File: config.mk
export PLATFORM = sky130hd
export DESIGN_NAME = mem_miss_sequencer
export DESIGN_NICKNAME = d
export VERILOG_FILES = /design/src/rtl/mem_miss_sequencer.sv
export SDC_FILE = /design/constraint.sdc
export NUM_CORES = 1
export LEC_CHECK = 0
export BUFFER_PORTS_ARGS = -buffer_cell sky130_fd_sc_hd__buf_4
export CAP_MARGIN = 25
export CORE_MARGIN = 1.5
export CORE_UTILIZATION = 40
export DETAILED_ROUTE_END_ITERATION = 7
export GPL_ROUTABILITY_DRIVEN = 0
export PLACE_DENSITY = 0.64
export RECOVER_POWER = 25
export SLEW_MARGIN = 20
export SYNTH_ARGS = -nofsm -noshare
export SYNTH_HDL_FRONTEND = slang
export SYNTH_SLANG_ARGS = --single-unit
File: constraint.sdc
create_clock -name clk -period 1.45 [get_ports clk]
set_input_delay 0.0725 -clock clk [delete_from_list [all_inputs] [get_ports clk]]
set_output_delay 0.0725 -clock clk [all_outputs]
set_load 0.005 [all_outputs]
File: src/rtl/mem_miss_sequencer.sv
// mem_miss_sequencer: MEM-stage cache/memory miss sequencer (IDLE/WB/FILL/RESOLVE); `define MEM_MISS_PERF_EN adds hit/miss/wb counters
module mem_miss_sequencer #(
  parameter int MEM_LATENCY = 4,
  parameter int CNT_W = 16
) (
  input logic clk,
  input logic rst,
  input logic req_valid,
  input logic req_write,
  input logic req_is_word,
  input logic cache_hit,
  input logic cache_dirty,
  output logic we_cache,
  output logic cache_input_type,
  output logic set_valid,
  output logic set_dirty,
  output logic we_memory,
  output logic memory_address_type,
  output logic is_word,
  output logic register_write,
  output logic lock,
  output logic pc_enable,
  output logic busy,
`ifdef MEM_MISS_PERF_EN
  output logic [CNT_W-1:0] hit_cnt,
  output logic [CNT_W-1:0] miss_cnt,
  output logic [CNT_W-1:0] wb_cnt,
`endif
  output logic err
);
  localparam int LW = $clog2(MEM_LATENCY + 1);
  localparam logic [LW-1:0] LAT = LW'(MEM_LATENCY);
  typedef enum logic [1:0] {IDLE, WB, FILL, RESOLVE} state_t;
  state_t state, state_nxt;
  logic [LW-1:0] lat_cnt, lat_nxt;
  logic wr_q, word_q, hit, miss, done, acc, acc_wr, store_we, fill_we;
  assign hit = req_valid && cache_hit;
  assign miss = req_valid && !cache_hit;
  assign done = lat_cnt == LAT;
  always_ff @(posedge clk) begin
    if (rst) begin
      state <= IDLE;
      lat_cnt <= '0;
      wr_q <= 1'b0;
      word_q <= 1'b0;
      err <= 1'b0;
    end else begin
      state <= state_nxt;
      lat_cnt <= lat_nxt;
      if (state == IDLE && miss) begin
        wr_q <= req_write;
        word_q <= req_is_word;
      end
      if (state == RESOLVE && !cache_hit) err <= 1'b1;
    end
  end
  always_comb begin
    state_nxt = state;
    lat_nxt = lat_cnt;
    case (state)
      IDLE: begin
        state_nxt = miss ? (cache_dirty ? WB : FILL) : IDLE;
        lat_nxt = miss ? LW'(1) : lat_cnt;
      end
      WB: begin
        state_nxt = done ? FILL : WB;
        lat_nxt = done ? LW'(1) : lat_cnt + 1'b1;
      end
      FILL: begin
        state_nxt = done ? RESOLVE : FILL;
        lat_nxt = done ? '0 : lat_cnt + 1'b1;
      end
      default: begin
        state_nxt = IDLE;
        lat_nxt = '0;
      end
    endcase
  end
  always_comb begin
    acc_wr = (state == IDLE) ? req_write : wr_q;
    acc = (state == IDLE) ? hit : (state == RESOLVE);
    store_we = acc && acc_wr;
    fill_we = (state == FILL) && done;
    we_cache = !rst && (store_we || fill_we);
    cache_input_type = !rst && store_we;
    set_valid = we_cache;
    set_dirty = cache_input_type;
    we_memory = !rst && (state == WB) && done;
    memory_address_type = state == WB;
    register_write = acc && !acc_wr;
    busy = state != IDLE;
    lock = (state == IDLE) ? miss : (state != RESOLVE);
    pc_enable = !lock;
    is_word = busy ? word_q : req_is_word;
  end
`ifdef MEM_MISS_PERF_EN
  always_ff @(posedge clk) begin
    if (rst) begin
      hit_cnt <= '0;
      miss_cnt <= '0;
      wb_cnt <= '0;
    end else begin
      if (state == IDLE && hit && !(&hit_cnt)) hit_cnt <= hit_cnt + 1'b1;
      if (state == IDLE && miss && !(&miss_cnt)) miss_cnt <= miss_cnt + 1'b1;
      if (state == WB && done && !(&wb_cnt)) wb_cnt <= wb_cnt + 1'b1;
    end
  end
`else
  logic [CNT_W-1:0] unused_cnt;
  assign unused_cnt = '0;
`endif
endmodule

==> metrics.txt, run 1 <==
pwr dens 793 nW/µm²; main area contributors after synthesis dfxtp_1 29%, buf_4 5.4%, ha_1 4.5%, nor4b_4 4.3%, nor3b_1 4.1%; Final WS setup 0.0513 ns; critical path type flop to primary output; WHS 0.0735 ns; Peak supply drop 0.618 mV; Hold Path Depth 3; Clk pwr share 0.287; fin. max-slew vios 0; GRT overflow 0; yosys warns 0; Std-Cell Rows 13; hold_sp req_write; hold crit path type input pin to flop; Cell variety after synth 32; # H-tree levels 1; hold path endpoint wr_q$_SDFFE_PP0P_; final setup fails 0; Antenna Cells 0; placed inst area 673 µm²; Post-synth EDFFs 0; post-synthesis sequential area ratio 0.290; Sw Pwr 0.175 mW; TritonCTS clock tree done; Setup TNS Final 0 ns; number of max-cap violations 0; final hold vios 0; Clock Sinks 8; period utilisation layout 0.965; count leader, synth dfxtp_1; Mapped Area 553 µm²; clock-pin slew on the worst setup and hold paths 0.06 ns; nets 94; Worst Path Max Fanout 11; post-DP HPWL 889 µm; area of the core 1300 µm²; Synth top cells by count 8 x dfxtp_1, 5 x nand2_1, 5 x nor2_1, 4 x buf_4; P_leak 0.315 nW; initial core utilization 0.425; Most Crowded Layer GR met2; CTS Buffer Depth 2; Slew @ Worst Pin 0.371 ns; IO Pins 19; Worst setup EP type primary output; post-route ant nets 0; internal power 0.426 mW; Slew headroom 0.752; Die Ht 40.2 µm; GRT met3 Usage 0.100; vias in the first global route 448; Pwr Total 0.601 mW; initial antenna violation count 0; sequential power share 0.430; Critical Path AT 1.33 ns; status complete, no violations; number of fill cells 124; r2r setup slk 0.20 ns; Final min period 1.40 ns; crit path launch type flop; IO Port Bufs 18; Vias 553; r2r endpoint lat_cnt[0]$_SDFFE_PP0P_; die width 40.2 µm; GR Util met1 0.227; drt wl/cell 12.8 µm; RSZ-0062 raised after global routing no; worst skew pair latency 0.26 ns; FFs w/ async S/R, synth 0; synth-to-layout area growth 37.1%; Yosys top cell by area dfxtp_1; total CTS buffers 3; worst path required time 1.38 ns; Cells after Synth 64; Fin Clk Skew 0.0117 ns; DRC viols 0; Main synth FF type dfxtp_1; dpl ws 0.103 ns; switching portion of total power 0.291; Post-Syn Nets 73; Highest Clock Rate 715 MHz; # hold bufs at CTS 0; ratio of cells with drive above 1 in the final layout 0.446; RR Startpoint lat_cnt[0]$_SDFFE_PP0P_; Gate power share 0.283; final wirelength 1.25 mm; Vias/cell 5.64; GRT Total Usage 0.187; Synth top area share 0.290; CTS root buf clkbuf_4; Synth Area per Inst 8.64 µm²; routing usage on met2 0.274; largest net degree at the start of global routing 17; Seq cells post-synth 8; TritonRoute pass-1 iters 4; first-pass GRT wire length 1.91 mm; Worst R2R Path Depth 5; Die ar. 1610 µm²; Starting DRT DRC Count 9; finished layout cell area 758 µm²
[area by class of cell]
class	count	area [µm²]	area share
Multi-Input combinational cell	48	377	0.497
Sequential cell	8	171	0.226
Timing Repair Buffer	21	158	0.208
Clock buffer	3	22.5	0.0297
Tap cell	15	18.8	0.0248
Inverter	3	11.3	0.0149
[flip-flops by register name (all words and copies together), names as in the netlist]
signal   count
word_q       1
lat_cnt      3
wr_q         1
err          1
state        2
[metal layers]
metal / up-vias / routed length [µm]
met2: 14 / 575
met3: 2 / 69
met5: - / 0
met4: 0 / 15
met1: 267 / 591
li1: 270 / -
[power by group through the flow]
stage               Sequential (mW)  Combinational [mW]  Clock [mW]
floorplan                     0.249              0.0995           0
global placement              0.261               0.143           0
detailed placement            0.262               0.142           0
CTS                           0.257               0.147       0.182
global route                  0.260               0.190       0.192
finish                        0.258               0.171       0.173
[worst max path at each step]
| stage | from | to | slack (ns) | cells after the start |
|---|---|---|---|---|
| finish | state[1]$_SDFF_PP0_ | is_word | 0.05 | 3 |
| global route | state[1]$_SDFF_PP0_ | is_word | 0.007 | 3 |
| CTS | lat_cnt[0]$_SDFFE_PP0P_ | set_valid | 0.006 | 5 |
| detailed placement | state[0]$_SDFF_PP0_ | set_valid | 0.10 | 4 |
| global placement | state[0]$_SDFF_PP0_ | set_valid | 0.10 | 4 |
| floorplan | state[0]$_SDFF_PP0_ | we_cache | 0.24 | 5 |
[layout by cell type (no fill, tap or decap), types with 3 or more instances in the layout]
master,instances
dfxtp_4,3
clkbuf_4,5
nor2_1,5
buf_4,19
nand3_1,3
nand2b_1,3
dfxtp_1,5
nand2_1,5
[cells by family after synthesis]
logic type      share of synthesized area
fa+ha+maj                          0.0452
buf+inv                            0.0814
simple gates                        0.335
compound gates                      0.176
xor+xnor                           0.0158
mux                                0.0566
flops                               0.290
[repair_timing]
action,CTS,global route
pin swaps,1,1
endpoints found under the setup margin,8,5
resized for setup,4,9
buffers inserted,1,2
[worst max-delay path, cell delays in order, from the launching register on]
cell	delay, ns
dfxtp_4	0.40
nor2_4	0.18
mux2_2	0.35
buf_4	0.13
[through the flow]
| step | util | std cells |
|---|---|---|
| after floorplan | - | 64 |
| after global placement | 0.517 | 92 |
| after detailed placement | 0.517 | 92 |
| after CTS | 0.548 | 96 |
| after global routing | 0.583 | 98 |
| final | 0.583 | 98 |
Power figures use the tool's default switching activity.
==> inputs of run 2 (changes only) <==
ABC_AREA = 1   (was default)
PLACE_DENSITY = 0.65   (was 0.64)
clock period = 1.48 ns   (was 1.45 ns; I/O delays follow)
==> run 2 against run 1 <==
Effect of this change: sequential cell count stayed put; power increased by 1.1%; die area shrank 4.0%; synthesized cell count up 25%; register-to-register slack better by 0.04 ns; clock skew fell by 0.011 ns; critical path type unchanged.
==> metrics.txt, run 2 <==
max reg flops 3; post-synthesis sequential area ratio 0.303; Yosys top cell by area dfxtp_1; Vias/cell 5.02; Regs by FF count lat_cnt (3), state (2); count leader, synth inv_1; final std cells w/o fill 118; nets 115; yosys warns 0; Die Ht 39.4 µm; GRT Total Usage 0.208; synth-to-layout area growth 49.4%; Seq. cell area 165 µm²; initial antenna violation count 0; GRT overflow 0; DRC viols 0; finished layout cell area 791 µm²; Std-Cell Rows 12; most common cell after layout, fill and taps aside buf_4; Starting DRT DRC Count 11; Worst R2R Path Depth 8; Synth top cells by count 15 x inv_1, 13 x nor2_1, 11 x nand2_1, 8 x dfxtp_1; # hold bufs at CTS 0; final hold vios 0; Cells after Synth 80; Die ar. 1550 µm²; Final min period 1.43 ns; main area contributors after synthesis dfxtp_1 30%, inv_1 11%, nor2_1 9.2%, nand2_1 7.8%, a21oi_1 4.7%; Synth Area per Inst 6.62 µm²; crit path launch type flop; pwr dens 769 nW/µm²; status complete, no violations; Clock Sinks 8; largest net degree at the start of global routing 11; Seq cells post-synth 8; worst path required time 1.41 ns; Highest Clock Rate 698 MHz; clock-pin slew on the worst setup and hold paths 0.06 ns; ratio of cells with drive above 1 in the final layout 0.413; number of fill cells 105; # H-tree levels 1; first-pass GRT wire length 2.08 mm; placed inst area 667 µm²; Slew @ Worst Pin 0.231 ns; Pwr Total 0.608 mW; fin. max-slew vios 0; IO Port Bufs 18; Hold Path Depth 2; Mapped Area 529 µm²; Setup TNS Final 0 ns; hold crit path type input pin to flop; CTS Buffer Depth 2; critical path type flop to primary output; die width 39.4 µm; critical path, cell by cell nor2_4 -> buf_6 -> nand3_4 -> nand2_4 -> nand2_2 -> a21oi_2 -> buf_4; area occupied by multi-input gates 334 µm²; Vias 592; Antenna Cells 0; slowest stage delay, CP 0.37 ns; FFs w/ async S/R, synth 0; final setup fails 0; drt wl/cell 11.8 µm; TritonRoute pass-1 iters 4; most frequent cells in the layout 22 x buf_4, 14 x inv_1, 13 x nor2_1; area of the core 1170 µm²; post-DP HPWL 881 µm; critical path's slowest cell dfxtp_4; P_leak 0.404 nW; Slew headroom 0.845; delay-heaviest family, CP flip-flops; Post-Syn Nets 89; Cell variety after synth 22; Worst Path Max Fanout 6; Post-synth EDFFs 0; Cells after DPL 110; period utilisation layout 0.968; final wirelength 1.39 mm; TritonCTS clock tree done; worst skew pair latency 0.26 ns; Biggest register lat_cnt; total CTS buffers 3; RSZ-0062 raised after global routing yes; CTS root buf clkbuf_4; Peak supply drop 0.374 mV; CP bufs+invs 2; initial core utilization 0.452; Main synth FF type dfxtp_1; Critical Path AT 1.36 ns; post-route ant nets 0; Synth top area share 0.303; Worst setup EP type primary output; Levels on crit path 7; Fin Clk Skew 0.000307 ns; number of max-cap violations 0; vias in the first global route 507; IO Pins 19
[run 2: cell count changes after synthesis, moves of 3 or more]
cell      before  now
inv_1          3   15
nor2_1         5   13
nand2_1        5   11
a21oi_1        2    5
nand2_2        0    3
nand2b_1       3    0
nor3b_1        3    0
[run 2: path summary, 6_finish.rpt]
check,startpoint,endpoint,slack (ns)
setup / recovery,state[1]$_SDFF_PP0_,set_valid,0.05
hold / removal,rst,state[0]$_SDFF_PP0_,0.07
setup reg to reg,lat_cnt[0]$_SDFFE_PP0P_,lat_cnt[1]$_SDFFE_PP0P_,0.24
hold reg to reg,word_q$_SDFFE_PP0P_,word_q$_SDFFE_PP0P_,0.44
[run 2: metal layers]
| metal | part of all wire | wire length, µm | up-vias | track usage |
|---|---|---|---|---|
| met5 | 0 | 0 | - | 0 |
| met2 | 0.45 | 630 | 35 | 0.346 |
| met4 | 0.030 | 42 | 0 | 0.129 |
| met1 | 0.43 | 597 | 253 | 0.234 |
| li1 | - | - | 297 | - |
| met3 | 0.085 | 118 | 7 | 0.0511 |
[run 2: layout make-up]
| type | count | share of cell area |
|---|---|---|
| timing repair buffer | 25 | 0.247 |
| sequential | 8 | 0.209 |
| tap | 14 | 0.0222 |
| multi-input combinational | 53 | 0.422 |
| inverter | 15 | 0.0712 |
| clock buffer | 3 | 0.0285 |
[run 2: power by group]
| group | internal [mW] | total [mW] | switching, mW | leakage [nW] |
|---|---|---|---|---|
| combinational | 0.0971 | 0.191 | 0.0937 | 0.324 |
| sequential | 0.227 | 0.238 | 0.0110 | 0.0665 |
| clock | 0.0936 | 0.179 | 0.0853 | 0.0138 |
[run 2: timing repair]
| action | in CTS | in global routing |
|---|---|---|
| resized for setup | 3 | 13 |
| setup endpoints to repair | 3 | 7 |
| setup buffers | 0 | 5 |
| pin swaps | 0 | 4 |
[run 2: kinds of logic after synthesis]
| kind of cell | synth area share |
|---|---|
| xor+xnor | 0.0166 |
| fa+ha+maj | 0.0473 |
| simple gates | 0.336 |
| flops | 0.303 |
| buf+inv | 0.163 |
| compound gates | 0.135 |
[run 2: metrics by stage]
step | worst slack [ns] | utilization | hold WS [ns]
after detailed placement | 0.229 | 0.569 | 0.336
after CTS | 0.00492 | 0.592 | 0.0619
after floorplan | 0.293 | - | 0.248
after global placement | 0.263 | 0.569 | 0.335
after global routing | -0.0267 | 0.675 | 0.0672
final | 0.0479 | 0.675 | 0.0652
[run 2: worst register-to-register path, delay by kind of cell (launching register included)]
family	cells	cell delay, ns
flops	1	0.35
compound gates	1	0.12
buf+inv	3	0.27
simple gates	3	0.26
fa+ha+maj	1	0.18
==> inputs of run 3 (changes only) <==
PLACE_DENSITY = 0.67   (was 0.65)
clock period = 1.3 ns   (was 1.48 ns; I/O delays follow)
==> run 3 against run 2 <==
Effect of this change: the flow now finishes with violations (negative setup slack); sequential share of layout area is 0.49 points higher; final cell count stayed put; via count shrank 4.2%; register-to-register slack worse by 0.15 ns; global-route usage down 2.0 points; utilization is 0.53 points lower; clock power up 6%; sequential power up 13%; clock skew rose by 0.0069 ns; highest routed layer unchanged.
==> metrics.txt, run 3 (same netlist as run 2, synthesis figures left out) <==
Antenna Cells 0; Slew headroom 0.855; placed inst area 667 µm²; delay-heaviest family, CP flip-flops; total CTS buffers 3; Peak supply drop 0.579 mV; Final min period 1.36 ns; Biggest register lat_cnt; CTS root buf clkbuf_4; r2r endpoint lat_cnt[1]$_SDFFE_PP0P_; largest net degree at the start of global routing 11; drt wl/cell 10.1 µm; Fin Clk Skew 0.00722 ns; Starting DRT DRC Count 16; max reg flops 3; Final WS setup -0.0602 ns; Highest Clock Rate 735 MHz; IO Port Bufs 18; most common cell after layout, fill and taps aside buf_4; critical path's slowest cell dfxtp_4; IO Pins 19; Vias/cell 4.81; clock-pin slew on the worst setup and hold paths 0.06 ns; Gate power share 0.314; TritonRoute pass-1 iters 4; first-pass GRT wire length 1.88 mm; Setup crit start state[1]$_SDFF_PP0_; die width 39.4 µm; Vias 567; DRC viols 0; initial core utilization 0.452; post-route ant nets 0; Std-Cell Rows 12; Regs by FF count lat_cnt (3), state (2); internal power 0.471 mW; status complete, but fails checks; sequential power share 0.403; final setup fails 4; violated checks negative setup slack; Slew @ Worst Pin 0.217 ns; area of the core 1170 µm²; Setup TNS Final -0.204 ns; critical path, cell by cell nor2_4 -> buf_6 -> nand3_2 -> nand2_2 -> nand2_2 -> a21oi_2 -> buf_4; CTS Buffer Depth 2; # H-tree levels 1; Clk pwr share 0.283; r2r setup slk 0.09 ns; pwr dens 851 nW/µm²; post-DP HPWL 864 µm; synth-to-layout area growth 48.2%; GRT Total Usage 0.188; Critical Path AT 1.30 ns; Worst Path Max Fanout 4; RR Startpoint lat_cnt[0]$_SDFFE_PP0P_; Die Ht 39.4 µm; ratio of cells with drive above 1 in the final layout 0.442; worst path required time 1.24 ns; most frequent CP cell nand2_2; Worst R2R Path Depth 8; initial antenna violation count 0; switching portion of total power 0.295; CP endpoint set_valid; critical path type flop to primary output; TritonCTS clock tree done; slowest stage delay, CP 0.35 ns; most frequent cells in the layout 22 x buf_4, 12 x nor2_1, 11 x inv_1; RSZ-0062 raised after global routing yes; Worst setup EP type primary output; P_leak 0.400 nW; nets 115; CP bufs+invs 2; final wirelength 1.19 mm; GRT overflow 0; worst skew pair latency 0.26 ns; Clock Sinks 8; fin. max-slew vios 0; period utilisation layout 1.05; crit path launch type flop; vias in the first global route 482; final std cells w/o fill 118; Sw Pwr 0.197 mW; final hold vios 0; finished layout cell area 785 µm²; hold crit path type input pin to flop; Levels on crit path 7; Die ar. 1550 µm²; Cells after DPL 110; number of max-cap violations 0
-- run 3: cell counts in the layout (fill, tap and decap cells not counted) --
Identical to the previous run, type by type.
-- run 3: worst min-delay path by stage --
stage               slack (ns)  cells after the start         from                 endpoint
floorplan                 0.24                      2  req_is_word                  is_word
global placement          0.33                      2          rst  lat_cnt[2]$_SDFFE_PP0P_
detailed placement        0.34                      2          rst         err$_SDFFE_PP0P_
CTS                       0.06                      2          rst      state[0]$_SDFF_PP0_
global route              0.07                      2          rst      state[0]$_SDFF_PP0_
finish                    0.07                      2          rst      state[0]$_SDFF_PP0_
-- run 3: metrics by stage --
stage | power [mW] | hold WS (ns) | worst slack [ns] | util
5_1_grt | 0.710 | 0.0667 | -0.136 | 0.670
2_1_floorplan | 0.375 | 0.238 | 0.122 | -
3_5_place_dp | 0.442 | 0.337 | 0.0533 | 0.569
4_1_cts | 0.666 | 0.0592 | -0.0677 | 0.656
3_3_place_gp | 0.438 | 0.330 | 0.0925 | 0.569
6_report | 0.668 | 0.0690 | -0.0602 | 0.670
-- run 3: power by group through the flow --
stage	clock, mW	sequential (mW)	combinational, mW
after floorplan	0	0.272	0.102
after global placement	0	0.274	0.164
after detailed placement	0	0.274	0.168
after CTS	0.196	0.268	0.201
after global routing	0.207	0.271	0.232
final	0.189	0.269	0.210
-- run 3: final cells by class --
cell class | count | area (µm²)
Timing Repair Buffer | 25 | 195
Clock buffer | 3 | 22.5
Inverter | 15 | 56.3
Sequential cell | 8 | 168
Fill cell | 103 | 387
Tap cell | 14 | 17.5
Multi-Input combinational cell | 53 | 325
-- run 3: per-layer routing --
metal	vias to the layer above	share of wire	GRT usage
met5	-	0	0
met4	0	0.0084	0.0517
met3	2	0.067	0.0852
met2	17	0.45	0.321
met1	250	0.47	0.208
li1	298	-	-
-- run 3: timing repair --
item                       in CTS  in global routing
buffers inserted                4                  1
gates resized for setup        16                  3
hold buffers                    0                  0
pin swaps                       3                  0
setup endpoints to repair       8                 10
